File: src/rtl/instr_prefetch_pkg.sv
// ============================================================================
// instr_prefetch_pkg : shared constants for the 6502 instruction prefetcher
// Revision: 1.0
// ============================================================================
`default_nettype none

package instr_prefetch_pkg;

   localparam int          ADDR_W_DEFAULT = 16;
   localparam logic [15:0] RESET_VECTOR   = 16'hFFFC;

   localparam logic [1:0] VEC_LO   = 2'd0;
   localparam logic [1:0] VEC_HI   = 2'd1;
   localparam logic [1:0] VEC_WAIT = 2'd2;
   localparam logic [1:0] RUN      = 2'd3;

endpackage

`default_nettype wire

File: src/rtl/byte_fifo.sv
// ============================================================================
// byte_fifo : synchronous FIFO with push/pop/flush and occupancy count
// Revision: 1.0
// ============================================================================
`default_nettype none

module byte_fifo #(
   parameter int DEPTH = 8,
   parameter int WIDTH = 24
) (
   input  logic                     clk,
   input  logic                     rst,
   input  logic                     push,
   input  logic [WIDTH-1:0]         din,
   input  logic                     pop,
   input  logic                     flush,
   output logic [WIDTH-1:0]         dout,
   output logic [$clog2(DEPTH):0]   count,
   output logic                     empty,
   output logic                     full
);

   localparam int PW = $clog2(DEPTH);

   logic [WIDTH-1:0] mem [DEPTH];
   logic [PW-1:0]    rd_ptr;
   logic [PW-1:0]    wr_ptr;
   logic             do_push;
   logic             do_pop;

   assign empty   = (count == '0);
   assign full    = (count == (PW+1)'(DEPTH));
   assign do_pop  = pop & ~empty;
   // a simultaneous pop frees the slot, so a push at full still lands
   assign do_push = push & (~full | do_pop);
   assign dout    = mem[rd_ptr];

   always_ff @(posedge clk or negedge rst) begin
      if (!rst) begin
         rd_ptr <= '0;
         wr_ptr <= '0;
         count  <= '0;
      end else if (flush) begin
         rd_ptr <= '0;
         wr_ptr <= '0;
         count  <= '0;
      end else begin
         if (do_push) wr_ptr <= wr_ptr + 1'b1;
         if (do_pop)  rd_ptr <= rd_ptr + 1'b1;
         count <= count + {{PW{1'b0}}, do_push} - {{PW{1'b0}}, do_pop};
      end
   end

   always_ff @(posedge clk) begin
      if (do_push && !flush) mem[wr_ptr] <= din;
   end

endmodule

`default_nettype wire

File: src/rtl/instr_prefetch.sv
// ============================================================================
// instr_prefetch : reset-vector fetch, sequential byte prefetch into a FIFO,
// redirect flush. Option macro INSTR_PREFETCH_BYPASS_EN: same-cycle bypass.
// Revision: 1.0
// ============================================================================
`default_nettype none

module instr_prefetch
   import instr_prefetch_pkg::*;
#(
   parameter int DEPTH           = 8,
   parameter int MAX_OUTSTANDING = 2,
   parameter int ADDR_W          = ADDR_W_DEFAULT
) (
   input  logic                      clk,
   input  logic                      rst,
   input  logic                      redirect_valid,
   input  logic [ADDR_W-1:0]         redirect_pc,
   output logic                      mem_req,
   output logic [ADDR_W-1:0]         mem_addr,
   input  logic                      mem_gnt,
   input  logic                      mem_rvalid,
   input  logic [7:0]                mem_rdata,
   output logic [7:0]                instr,
   output logic [ADDR_W-1:0]         instr_pc,
   output logic                      instr_valid,
   input  logic                      instr_ready,
   output logic [$clog2(DEPTH):0]    occupancy
);

   localparam int              CW        = $clog2(DEPTH) + 1;
   localparam int              FW        = 8 + ADDR_W;
   localparam logic [CW-1:0]   C_DEPTH   = CW'(DEPTH);
   localparam logic [CW-1:0]   C_MAX_OUT = CW'(MAX_OUTSTANDING);

   logic [1:0]        state;
   logic [ADDR_W-1:0] fetch_pc;
   logic [ADDR_W-1:0] resp_pc;
   logic [7:0]        pc_lo;
   logic              got_lo;
   logic [CW-1:0]     outstanding;
   logic [CW-1:0]     drop_cnt;

   logic              grant;
   logic              kept;
   logic              accept;
   logic              vec_byte;
   logic              room;
   logic              bypass;
   logic              fifo_push;
   logic              fifo_pop;
   logic              fifo_empty;
   logic              fifo_full;
   logic [FW-1:0]     fifo_dout;
   logic [CW:0]       fill_sum;

   assign grant    = mem_req & mem_gnt;
   assign kept     = mem_rvalid & (drop_cnt == '0) & ~redirect_valid;
   assign accept   = kept & (state == RUN);
   assign vec_byte = kept & (state != RUN);
   assign fill_sum = {1'b0, occupancy} + {1'b0, outstanding};
   assign room     = (fill_sum < {1'b0, C_DEPTH});

   always_comb begin
      mem_req  = 1'b0;
      mem_addr = fetch_pc;
      case (state)
         VEC_LO: begin
            mem_req  = 1'b1;
            mem_addr = ADDR_W'(RESET_VECTOR);
         end
         VEC_HI: begin
            mem_req  = 1'b1;
            mem_addr = ADDR_W'(RESET_VECTOR + 16'd1);
         end
         RUN: mem_req = room & (outstanding < C_MAX_OUT);
         default: mem_req = 1'b0;
      endcase
      // held low while reset is asserted and during a redirect cycle
      mem_req = mem_req & ~redirect_valid & rst;
   end

`ifdef INSTR_PREFETCH_BYPASS_EN
   assign bypass = accept & fifo_empty;
`else
   assign bypass = 1'b0;
`endif

   assign fifo_push   = accept & ~(bypass & instr_ready);
   assign fifo_pop    = instr_ready & ~redirect_valid;
   assign instr_valid = ~fifo_empty | bypass;
   assign instr       = ~fifo_empty ? fifo_dout[7:0]    : (bypass ? mem_rdata : 8'h00);
   assign instr_pc    = ~fifo_empty ? fifo_dout[FW-1:8] : (bypass ? resp_pc : '0);

   byte_fifo #(
      .DEPTH (DEPTH),
      .WIDTH (FW)
   ) u_fifo (
      .clk   (clk),
      .rst   (rst),
      .push  (fifo_push),
      .din   ({resp_pc, mem_rdata}),
      .pop   (fifo_pop),
      .flush (redirect_valid),
      .dout  (fifo_dout),
      .count (occupancy),
      .empty (fifo_empty),
      .full  (fifo_full)
   );

   always_ff @(posedge clk or negedge rst) begin
      if (!rst) begin
         state       <= VEC_LO;
         fetch_pc    <= '0;
         resp_pc     <= '0;
         pc_lo       <= '0;
         got_lo      <= 1'b0;
         outstanding <= '0;
         drop_cnt    <= '0;
      end else begin
         outstanding <= outstanding + CW'(grant) - CW'(mem_rvalid);
         if (redirect_valid) begin
            state    <= RUN;
            fetch_pc <= redirect_pc;
            resp_pc  <= redirect_pc;
            got_lo   <= 1'b0;
            // every read still in flight after this cycle belongs to the old stream
            drop_cnt <= (mem_rvalid && outstanding != '0) ? outstanding - 1'b1 : outstanding;
         end else begin
            if (mem_rvalid && drop_cnt != '0) drop_cnt <= drop_cnt - 1'b1;
            if (accept) resp_pc <= resp_pc + 1'b1;
            case (state)
               VEC_LO:  if (grant) state <= VEC_HI;
               VEC_HI:  if (grant) state <= VEC_WAIT;
               RUN:     if (grant) fetch_pc <= fetch_pc + 1'b1;
               default: ;
            endcase
            if (vec_byte) begin
               if (!got_lo) begin
                  pc_lo  <= mem_rdata;
                  got_lo <= 1'b1;
               end else begin
                  state    <= RUN;
                  fetch_pc <= ADDR_W'({mem_rdata, pc_lo});
                  resp_pc  <= ADDR_W'({mem_rdata, pc_lo});
                  got_lo   <= 1'b0;
               end
            end
         end
      end
   end

`ifndef SYNTHESIS
   a_no_overflow: assert property (@(posedge clk) disable iff (!rst)
      !(fifo_push && fifo_full && !fifo_pop));
`endif

endmodule

`default_nettype wire

File: config.mk
export PLATFORM = sky130hd
export DESIGN_NAME = instr_prefetch
export DESIGN_NICKNAME = d
export VERILOG_FILES = /design/src/rtl/instr_prefetch_pkg.sv /design/src/rtl/byte_fifo.sv /design/src/rtl/instr_prefetch.sv
export SDC_FILE = /design/constraint.sdc
export NUM_CORES = 1
export LEC_CHECK = 0
export ABC_AREA = 1
export CORE_MARGIN = 2
export CORE_UTILIZATION = 64
export CTS_CLUSTER_SIZE = 20
export DETAILED_ROUTE_END_ITERATION = 6
export GPL_ROUTABILITY_DRIVEN = 0
export PLACE_DENSITY = 0.82
export SLEW_MARGIN = 20
export SYNTH_ARGS = -nofsm -noshare
export SYNTH_HDL_FRONTEND = slang
export SYNTH_SLANG_ARGS = --single-unit
File: constraint.sdc
create_clock -name clk -period 8 [get_ports clk]
set_input_delay 1.2 -clock clk [delete_from_list [all_inputs] [get_ports clk]]
set_output_delay 1.2 -clock clk [all_outputs]
set_load 0.01 [all_outputs]
* Word-level counts from Yosys, hierarchy flattened *
Memories as Yosys holds them, arrays and structs flattened.
Cells that the tools add are included.

storage, ports and cells
  bits in registers = 61
  input bits = 30
  memories kept = 1
  bits in writable memories = 192
  word-level logic and storage cells = 91
  output and inout bits = 46

memory list
  name        depth  bits a word  rd ports  clocked after memory_dff  wr ports  RTL line         RTL
  u_fifo.mem  8      24           1         0                         1         byte_fifo.sv:25  logic [WIDTH-1:0] mem [DEPTH];

operators by class
  reduce and logical (&&, ||, !) cells = 15
  muxes and demuxes = 32
  bitwise logic cells = 16
  equality and inequality tests = 4
  add/subtract/negate cells = 11
  order comparisons = 2

operators by type and width
  cell                                                         number
  two-way mux 16 bit                                           10
  adder 16 x 1 -> 16 bit (second input constant)               2
  case mux 16 bit (2 select lines)                             1
  two-way mux 4 bit                                            4
  two-way mux 3 bit                                            4
  bitwise AND 1 bit                                            11
  two-way mux 2 bit                                            5
  adder 4 x 1 -> 4 bit                                         2
  zero test 4 bit                                              2
  two-way mux 8 bit                                            1
  nonzero test 2 bit                                           4
  nonzero test 4 bit                                           2
  subtractor 4 x 1 -> 4 bit                                    2
  subtractor 4 x 1 -> 4 bit (second input constant)            2
  adder 3 x 1 -> 3 bit (second input constant)                 2
  adder 4 x 4 -> 5 bit                                         1
  less-than comparator 5 x 4 -> 1 bit (second input constant)  1
  two-way mux 1 bit                                            5
  equality test 4 bit (second input constant)                  1
  less-than comparator 4 x 2 -> 1 bit (second input constant)  1
  inverter 1 bit                                               4
  case mux 2 bit (2 select lines)                              1
  logical AND 1 bit                                            3
  AND reduction 3 bit                                          1
  8 further kinds                                              8

* Logic depth before layout (Yosys ltp) *
Gate-level depths: netlist of the first run.

  depth in word-level cells = 12
  mapped depth = 14
  mapped depth without buffers = 14

* Hierarchy *
A second synthesis of the first run with hierarchy kept.

unflattened totals
  cell total of the unflattened synthesis = 1232
  area, all modules = 11885.1 um^2

by module, submodules not included
  module          area each (um^2)  instances  cells an instance
  byte_fifo       8230.4            1          678
  instr_prefetch  3654.8            1          554

* Least setup slack after synthesis of the first run *
No wires, ideal clock.

  path type = input -> register
  start = input redirect_valid
  end = memory u_fifo.mem[3][0] (enable)
  path slack = 3915 ps
  data arrival time = 3649 ps
  setup time = 435 ps
  stages on the path = 8
  cell sequence = buf_2 inv_2 nand3_1 nand3_1 nand2_1 nor2_1 inv_2 nor3_1

between the ends
  longest elaborated chain between the ends = 8

ends and longest elaborated chain
  what                                       RTL line              RTL
  start, declared                            instr_prefetch.sv:17  input logic redirect_valid,
  inverter 1 bit (no source line)            --
  bitwise AND 1 bit                          instr_prefetch.sv:90  assign fifo_pop = instr_ready & ~redirect_valid;
  bitwise AND 1 bit                          byte_fifo.sv:33       assign do_pop = pop & ~empty;
  bitwise OR 1 bit                           byte_fifo.sv:35       assign do_push = push & (~full | do_pop);
  bitwise AND 1 bit                          byte_fifo.sv:35
  logical AND 1 bit *                        byte_fifo.sv:55       if (do_push && !flush) mem[wr_ptr] <= din;
  two-way mux 1 bit *                        byte_fifo.sv:55
  two-way mux 1 bit (not written as such) *  byte_fifo.sv:55
  end, declared                              byte_fifo.sv:25

Every way passes the cells marked *; elsewhere a longest branch is shown, timed or not.

* Final worst setup path of the first run *
  start = register u_fifo.rd_ptr[0]
  end = output instr_pc[8]

between the ends
  longest elaborated chain between the ends = 2

ends and longest elaborated chain
  what                      RTL line              RTL
  start, declared           byte_fifo.sv:26       logic [PW-1:0] rd_ptr;
  start signal, assigned    byte_fifo.sv:49       if (do_pop) rd_ptr <= rd_ptr + 1'b1;
  memory read (8 x 24 bit)  --
  two-way mux 16 bit        instr_prefetch.sv:93  assign instr_pc = ~fifo_empty ? fifo_dout[FW-1:8] : (bypass ? resp_pc : '0);
  end, declared             instr_prefetch.sv:25  output logic [ADDR_W-1:0] instr_pc,

Every way passes these cells.

==> results.yml, run 1 <==
run_status:
  status: "completed"
power:
  p_per_area_nw_per_um2: 279
  vdd_ir_drop_max_v: 0.000184
  total_leakage_power_uw: 0.00517
clocking:
  cts.htree.levels: 1
  clock_sinks: 253
  insertion_delay_ns: 0.51
  cts_hold_buf: 0
  cts-resized-gates: 0
  cts.path.max_buffers: 3
  cts_root_buffer: "clkbuf_16"
  cts_setup_buffers: 0
  cts_tree: "yes"
  numCtsBuffers: 24
  clk_pin_slew_ns: 0.06
yosys:
  yosysMostFrequentCell: "edfxtp_1"
  syn_avg_cell_area_um2: 10.3
  synth-seq-area-share_pct: 63.0
  ys_dominant_reg_cell: "edfxtp_1"
  synth_area_leaders: "edfxtp_1, dfrtp_1, nor2_1"
  synth_seq_cells: 253
  synth_top_area_cell: "edfxtp_1"
  synth-edff-count: 192
  synth_area_um2: 11600
  synthArstFlopShare_pct: 24.1
  syn-num-nets: 1178
  synth_top_area_share_pct: 49.8
  syn_inst: 1124
  yosys_warnings: 0
  synth.distinct_cells: 39
  yosys-top-cells-count: "edfxtp_1, nor2_1, nand2_1"
min_path:
  hold_depth: 2
  worst_hold_path.endpoint: "pc_lo[4]"
  hp-start: "pc_lo[4]"
  min_path_type: "reg2reg"
place:
  io_buffers: 75
  dp_hpwl_um: 15400
  pre_cts_slack_ns: 3.83
finish:
  synthToLayoutAreaGrowth_pct: 15.0
  layout-drive-gt1-share_pct: 8.22
  diodes: 0
  nNetsFinal: 1240
setup_path:
  crit_path_max_fanout: 98
  slowest_stage: "buf_4"
  crit_buf_inv: 4
  critical_path.most_common_cell: "buf_4"
  crit_family: "buffers and inverters"
  start_kind: "flop"
  arrival_ns: 3.50
  max_stage_delay_ns: 0.68
  required_ns: 6.80
  r2r-end: "u_fifo.mem[0][11]"
  r2r_slack_ns: 5.02
  worstPathCellList: "buf_4 -> inv_2 -> buf_4 -> o21ai_0 -> o22ai_1 -> o21ai_1 -> a31oi_1 -> clkdlybuf4s50_1"
  rr_worst_depth: 10
  worstSetupPathType: "reg2out"
  rr_startpoint: "u_fifo.count[2]"
  cp-end-kind: "output port"
die:
  rows: 49
  core_area_um2: 17800
  die_h_um: 138
  floorplan.initialDensity_pct: 64.9
  io_pins: 76
  die-area_um2: 19200
  dieWidth_um: 138
flow_run:
  cap_violations: 0
global_routing:
  grt_pass1_wl_um: 41900
  grt-ovfl-total: 0
  antenna_found_initial: 0
  grt_pass1_vias: 8317
  grt_max_degree: 99
  globalRouteTotalUtil_pct: 27.2
routing:
  drc: 0
  ant_nets: 0
  drt_pass1_iterations: 5
  vias_per_cell: 5.98
  vias: 8563
  wl_um: 26300
  wl_per_cell_um: 18.4
  drt_iter0_markers: 880
sta:
  slew_headroom_pct: 32.9
  finalHoldViolCount: 0
  fin_crit_sh_pct: 58.7
  setup_violations: 0
  finClkSkew_ns: 0.0103
  final_max_slew_viol_count: 0
  tightest_slew_ns: 1.01
  fmax_ghz: 0.213
  fin_tns_setup_ns: 0
  setup_ws_ns: 3.30
  rsz0062_at_grt: "no"
  min_period_ns: 4.70
-- metal layers --
layer	wire [um]	share of wire [%]	global-route usage, %
met5	0	0	0
met4	564	2.1	8.49
met3	2120	8.1	3.19
met2	13100	50	46.9
met1	10500	40	36.8
-- worst reg2reg max path: cells and delay by family, from the launching register on --
family,cells,cell delay (ns)
buffers and inverters,3,0.64
and+or+nand+nor,6,1.36
DFF,1,0.39
adders and majority gates,1,0.22
-- cells in the final DEF (no fill, tap or decap), types with 5 or more instances in the layout --
cell	synthesis	routed
clkbuf_1	34	6
nand4_1	7	7
o21a_1	8	8
nor2_1	181	181
clkbuf_16	0	25
a31oi_1	24	24
o21ai_0	119	119
inv_2	11	12
nand3_1	44	44
nand2_2	4	5
clkdlybuf4s50_1	0	74
ha_1	22	22
dfrtp_1	61	60
a21oi_1	18	18
nand2_1	164	163
inv_1	79	78
edfxtp_1	192	192
nor3_2	2	10
o21ai_1	49	49
nor3_1	17	9
buf_4	1	14
nand3_2	10	10
o22ai_1	26	26
xor2_1	10	10
-- power by group --
| part | total, uW | leakage (uW) | switching, uW | internal, uW |
|---|---|---|---|---|
| clock | 1160 | 0.000399 | 461 | 696 |
| sequential | 1550 | 0.00249 | 65.7 | 1480 |
| combinational | 1020 | 0.00228 | 605 | 414 |
| total | 3720 | 0.00517 | 1130 | 2590 |
-- cell type report --
cell class | instances | area, um2
clock buffers | 34 | 689
clock inverters | 10 | 121
fillers | 1179 | 4520
inverters | 90 | 338
multi-input cells | 728 | 3740
flip-flops and latches | 253 | 7290
well taps | 229 | 287
repair buffers | 89 | 851
-- worst max-delay path by stage --
stage | endpoint | from | depth (start not counted)
finish | instr_pc[8] | u_fifo.rd_ptr[0] | 8
global route | instr_pc[8] | u_fifo.rd_ptr[0] | 8
CTS | instr_pc[8] | u_fifo.rd_ptr[0] | 8
detailed placement | instr_pc[8] | u_fifo.rd_ptr[0] | 8
global placement | instr_pc[8] | u_fifo.rd_ptr[0] | 8
floorplan | u_fifo.mem[3][0] | redirect_valid | 8
-- kinds of logic after synthesis --
family                     synth area share [%]
xor gates and xnor gates                   1.06
AOI/OAI and AO/OA                          11.6
DFF                                        63.0
and+or+nand+nor                            16.5
buffers and inverters                      5.08
adders and majority gates                  2.72
-- flip-flops by register name, summed over array words and instances (netlist names) --
signal / count
fetch_pc: 16
got_lo: 1
state: 2
u_fifo.mem: 192
u_fifo.rd_ptr: 3
u_fifo.count: 4
u_fifo.wr_ptr: 3
outstanding: 4
pc_lo: 8
drop_cnt: 4
resp_pc: 16
-- stage by stage --
step                      cell area (um2)  cells  util (%)  power (uW)  hold WS (ns)
final                               13300   1433      74.6        3720         0.509
after global routing                13300   1433      74.6        3900         0.529
after CTS                           13300   1433      74.6        3730         0.503
after detailed placement            12500   1389      70.1        2580         0.489
after global placement              12500   1389      70.1        2540         0.473
after floorplan                     11600   1124         -        2190         0.459
No activity file was read; power rests on OpenSTA's default activity.
==> run 2: changes to the inputs <==
CORE_UTILIZATION = 59   (was 64)
PLACE_DENSITY = 0.77   (was 0.82)
clock period = 4.77 ns   (was 8 ns; I/O delays follow)
==> results.yml, run 2 (synthesized netlist as in run 1, its figures left out) <==
clocking:
  cts.path.max_buffers: 3
  clk_pin_slew_ns: 0.06
  insertion_delay_ns: 0.54
  clock_sinks: 253
  cts_setup_buffers: 0
  cts_root_buffer: "clkbuf_16"
  cts_hold_buf: 0
  cts.htree.levels: 1
  numCtsBuffers: 26
  cts_tree: "yes"
  cts-resized-gates: 0
sta:
  finClkSkew_ns: 0.0213
  fin_crit_sh_pct: 87.2
  setup_ws_ns: 0.613
  final_max_slew_viol_count: 0
  min_period_ns: 4.16
  tightest_slew_ns: 1.02
  rsz0062_at_grt: "no"
  fmax_ghz: 0.241
  setup_violations: 0
  slew_headroom_pct: 32.2
  fin_tns_setup_ns: 0
  finalHoldViolCount: 0
die:
  floorplan.initialDensity_pct: 59.9
  rows: 51
  dieWidth_um: 144
  die_h_um: 144
  core_area_um2: 19300
  die-area_um2: 20800
  io_pins: 76
routing:
  vias_per_cell: 5.74
  ant_nets: 0
  vias: 8485
  drc: 0
  drt_pass1_iterations: 5
  wl_per_cell_um: 18.6
  wl_um: 27500
  drt_iter0_markers: 1001
finish:
  regMostFlops: "u_fifo.mem"
  num-fill-cells: 1377
  final_area_um2: 13500
  largest_reg_flops: 192
  stdcell_count: 1477
  final_common_cell: "edfxtp_1"
  layout-drive-gt1-share_pct: 8.91
  diodes: 0
  nNetsFinal: 1246
  final_cell_mix: "edfxtp_1, nor2_1, nand2_1"
  synthToLayoutAreaGrowth_pct: 16.4
  reg_top3: "u_fifo.mem x192, fetch_pc x16, resp_pc x16"
setup_path:
  crit_family: "buffers and inverters"
  r2r_slack_ns: 1.52
  cp.depth: 6
  start_kind: "flop"
  rr_worst_depth: 10
  crit_buf_inv: 2
  cp-startpoint: "u_fifo.rd_ptr[0]"
  rr_startpoint: "u_fifo.count[2]"
  crit_path_max_fanout: 59
  worstSetupPathType: "reg2out"
  required_ns: 4.05
  arrival_ns: 3.44
  slowest_stage: "dfrtp_2"
  r2r-end: "u_fifo.mem[3][3]"
  max_stage_delay_ns: 0.82
  worstSetupEndpoint: "instr_pc[12]"
  worstPathCellList: "buf_4 -> o21ai_0 -> o22ai_1 -> o21ai_1 -> a31oi_1 -> clkdlybuf4s50_1"
  cp-end-kind: "output port"
power:
  vdd_ir_drop_max_v: 0.000306
  total_leakage_power_uw: 0.00523
  p_per_area_nw_per_um2: 472
  power_uw: 6360
place:
  pre_cts_slack_ns: 1.22
  io_buffers: 75
  dp_cells: 1429
  place_area_um2: 12600
  dp_hpwl_um: 16800
global_routing:
  globalRouteTotalUtil_pct: 27.1
  grt-ovfl-total: 0
  grt.met3_usage_pct: 3.71
  grt_pass1_vias: 8159
  use_met2_pct: 46.0
  use_met1_pct: 36.5
  antenna_found_initial: 0
  grt_max_degree: 62
  globalRoute.busiestLayer: "met2"
  grt_pass1_wl_um: 43200
run_status:
  status: "completed"
min_path:
  min_path_type: "in2async"
flow_run:
  cap_violations: 0
[run 2: changes by cell type in the layout (fill, tap and decap cells not counted), sizes merged]
cell	before	now
buf	15	19
bufinv	3	2
clkbuf	34	33
clkinv	7	10
clkinvlp	0	2
inv	90	91
[run 2: area by class of cell]
class                      count  area [um2]  area share (%)
timing repair buffer          93         918            6.82
inverter                      90         338            2.51
sequential                   253        7290            54.1
tap                          265         332            2.46
clock inverter                15         141            1.05
clock buffer                  33         718            5.33
multi-input combinational    728        3730            27.7
[run 2: worst min path at each step]
stage               cells past startpoint      from     endpoint  slack (ns)
finish                                  2       rst  fetch_pc[3]        0.35
global route                            2       rst  fetch_pc[2]        0.43
CTS                                     2       rst   resp_pc[9]        0.39
detailed placement                      2  pc_lo[6]     pc_lo[6]        0.49
global placement                        2  pc_lo[5]     pc_lo[5]        0.47
floorplan                               0       rst  drop_cnt[0]        0.42
[run 2: power breakdown]
part	total, uW	internal, uW	switching, uW
logic	1690	706	986
clock network	2040	1180	855
registers	2630	2480	152
total	6360	4370	1990
[run 2: through the flow]
step	hold WS (ns)	util, %
floorplan	0.420	-
finish	0.346	69.7
CTS	0.392	69.7
global route	0.434	69.7
detailed placement	0.488	65.2
global placement	0.473	65.2
[run 2: metal layers]
metal  up-vias  wire [um]
li1       4025          -
met1      4034      11200
met2       370      13600
met3        56       1900
met4         0        793
met5         -          0
==> run 3: changes to the inputs <==
CORE_MARGIN = 3   (was 2)
==> results.yml, run 3 (synthesized netlist as in run 1, its figures left out) <==
place:
  dp_hpwl_um: 16500
  pre_cts_slack_ns: 1.14
  io_buffers: 75
die:
  floorplan.initialDensity_pct: 60.9
  die_h_um: 146
  dieWidth_um: 146
  core_area_um2: 19000
  rows: 50
  io_pins: 76
  die-area_um2: 21300
power:
  p_comb_share_pct: 27.4
  pwr-share-seq_pct: 41.6
  total_leakage_power_uw: 0.00520
  swShare_pct: 31.0
  switchingPower_uw: 1940
  power.internal_uw: 4300
  power_uw: 6240
  p_per_area_nw_per_um2: 465
  vdd_ir_drop_max_v: 0.000312
  clkPwrFrac_pct: 31.0
setup_path:
  max_stage_delay_ns: 0.56
  worstSetupPathType: "reg2out"
  critical_path.most_common_cell: "o21ai_0"
  start_kind: "flop"
  cp-end-kind: "output port"
  slowest_stage: "inv_2"
  crit_path_max_fanout: 48
  arrival_ns: 3.05
  required_ns: 4.05
  worstPathCellList: "inv_2 -> buf_4 -> o21ai_0 -> o22ai_1 -> o21ai_0 -> a31oi_1 -> clkdlybuf4s50_1"
sta:
  min_period_ns: 3.77
  final_max_slew_viol_count: 0
  finClkSkew_ns: 0.00917
  fin_tns_setup_ns: 0
  setup_ws_ns: 1.00
  tightest_slew_ns: 0.983
  fin_crit_sh_pct: 78.9
  setup_violations: 0
  slew_headroom_pct: 34.5
  rsz0062_at_grt: "no"
  whs_ns: 0.377
  finalHoldViolCount: 0
  fmax_ghz: 0.266
clocking:
  cts-resized-gates: 0
  insertion_delay_ns: 0.52
  numCtsBuffers: 26
  cts.path.max_buffers: 3
  clk_pin_slew_ns: 0.06
  cts.htree.levels: 1
  cts_setup_buffers: 0
  cts_root_buffer: "clkbuf_16"
  cts_hold_buf: 0
  clock_sinks: 253
  cts_tree: "yes"
finish:
  nNetsFinal: 1245
  largest_reg_flops: 192
  final_common_cell: "edfxtp_1"
  reg_top3: "u_fifo.mem x192, fetch_pc x16, resp_pc x16"
  layout-drive-gt1-share_pct: 8.59
  final_cell_mix: "edfxtp_1, nor2_1, nand2_1"
  synthToLayoutAreaGrowth_pct: 15.9
  regMostFlops: "u_fifo.mem"
  diodes: 0
  fin_util_pct: 70.5
flow_run:
  cap_violations: 0
routing:
  drc: 0
  vias: 8360
  wl_per_cell_um: 17.8
  wl_um: 26200
  drt_iter0_markers: 758
  drt_pass1_iterations: 5
  ant_nets: 0
  vias_per_cell: 5.68
global_routing:
  grt_max_degree: 98
  grt_pass1_wl_um: 42500
  globalRouteTotalUtil_pct: 24.6
  antenna_found_initial: 0
  grt_pass1_vias: 8133
  grt-ovfl-total: 0
run_status:
  status: "completed"
min_path:
  min_path_type: "in2async"
## run 3: changes by cell type in the layout (fill, tap and decap cells not counted)
| cell | before | now |
|---|---|---|
| buf_12 | 3 | 2 |
| bufinv_16 | 2 | 1 |
| clkbuf_1 | 4 | 3 |
| clkinv_1 | 2 | 6 |
| clkinv_4 | 2 | 0 |
| clkinvlp_4 | 2 | 1 |
| inv_6 | 0 | 2 |
| inv_8 | 1 | 0 |
## run 3: path summary, 6_finish.rpt
path,start,end,slack (ns),cells past startpoint
max,u_fifo.rd_ptr[0],instr[4],1.00,7
max in group asynchronous,rst,u_fifo.rd_ptr[0],3.78,2
min in group clk,pc_lo[4],pc_lo[4],0.50,2
min,rst,fetch_pc[4],0.38,2
min reg2reg,pc_lo[4],pc_lo[4],0.50,2
max reg2reg,u_fifo.count[2],u_fifo.mem[2][1],1.79,10
## run 3: metal layers
layer / GRT usage [%] / up-vias / routed length, um
met5: 0 / - / 0
met4: 6.21 / 0 / 475
met3: 3.66 / 36 / 1930
met2: 41.0 / 324 / 12700
met1: 34.5 / 3985 / 11100
li1: - / 4015 / -
## run 3: metrics by stage
step | std cells | instance area [um2]
global route | 1471 | 13400
floorplan | 1124 | 11600
detailed placement | 1423 | 12600
finish | 1471 | 13400
global placement | 1423 | 12600
CTS | 1471 | 13400
## run 3: critical path: cells and delay by family, from the launching register on
kind	cells	cell delay (ns)
AO/OA/AOI/OAI	4	0.55
buffers and inverters	3	1.54
flip-flops	1	0.40
## run 3: cell type report
type	count	area [um2]
clock buffers	32	714
clock inverters	16	108
fillers	1403	5610
inverters	90	338
multi-input cells	728	3730
flip-flops and latches	253	7290
well taps	260	325
repair buffers	92	898
## run 3: power by group through the flow
stage	Sequential (uW)	Clock, uW	Combinational, uW
2_1_floorplan	2610	0	1060
3_3_place_gp	2640	0	1680
3_5_place_dp	2640	0	1710
4_1_cts	2600	1950	1730
5_1_grt	2610	2040	1920
6_report	2600	1940	1710
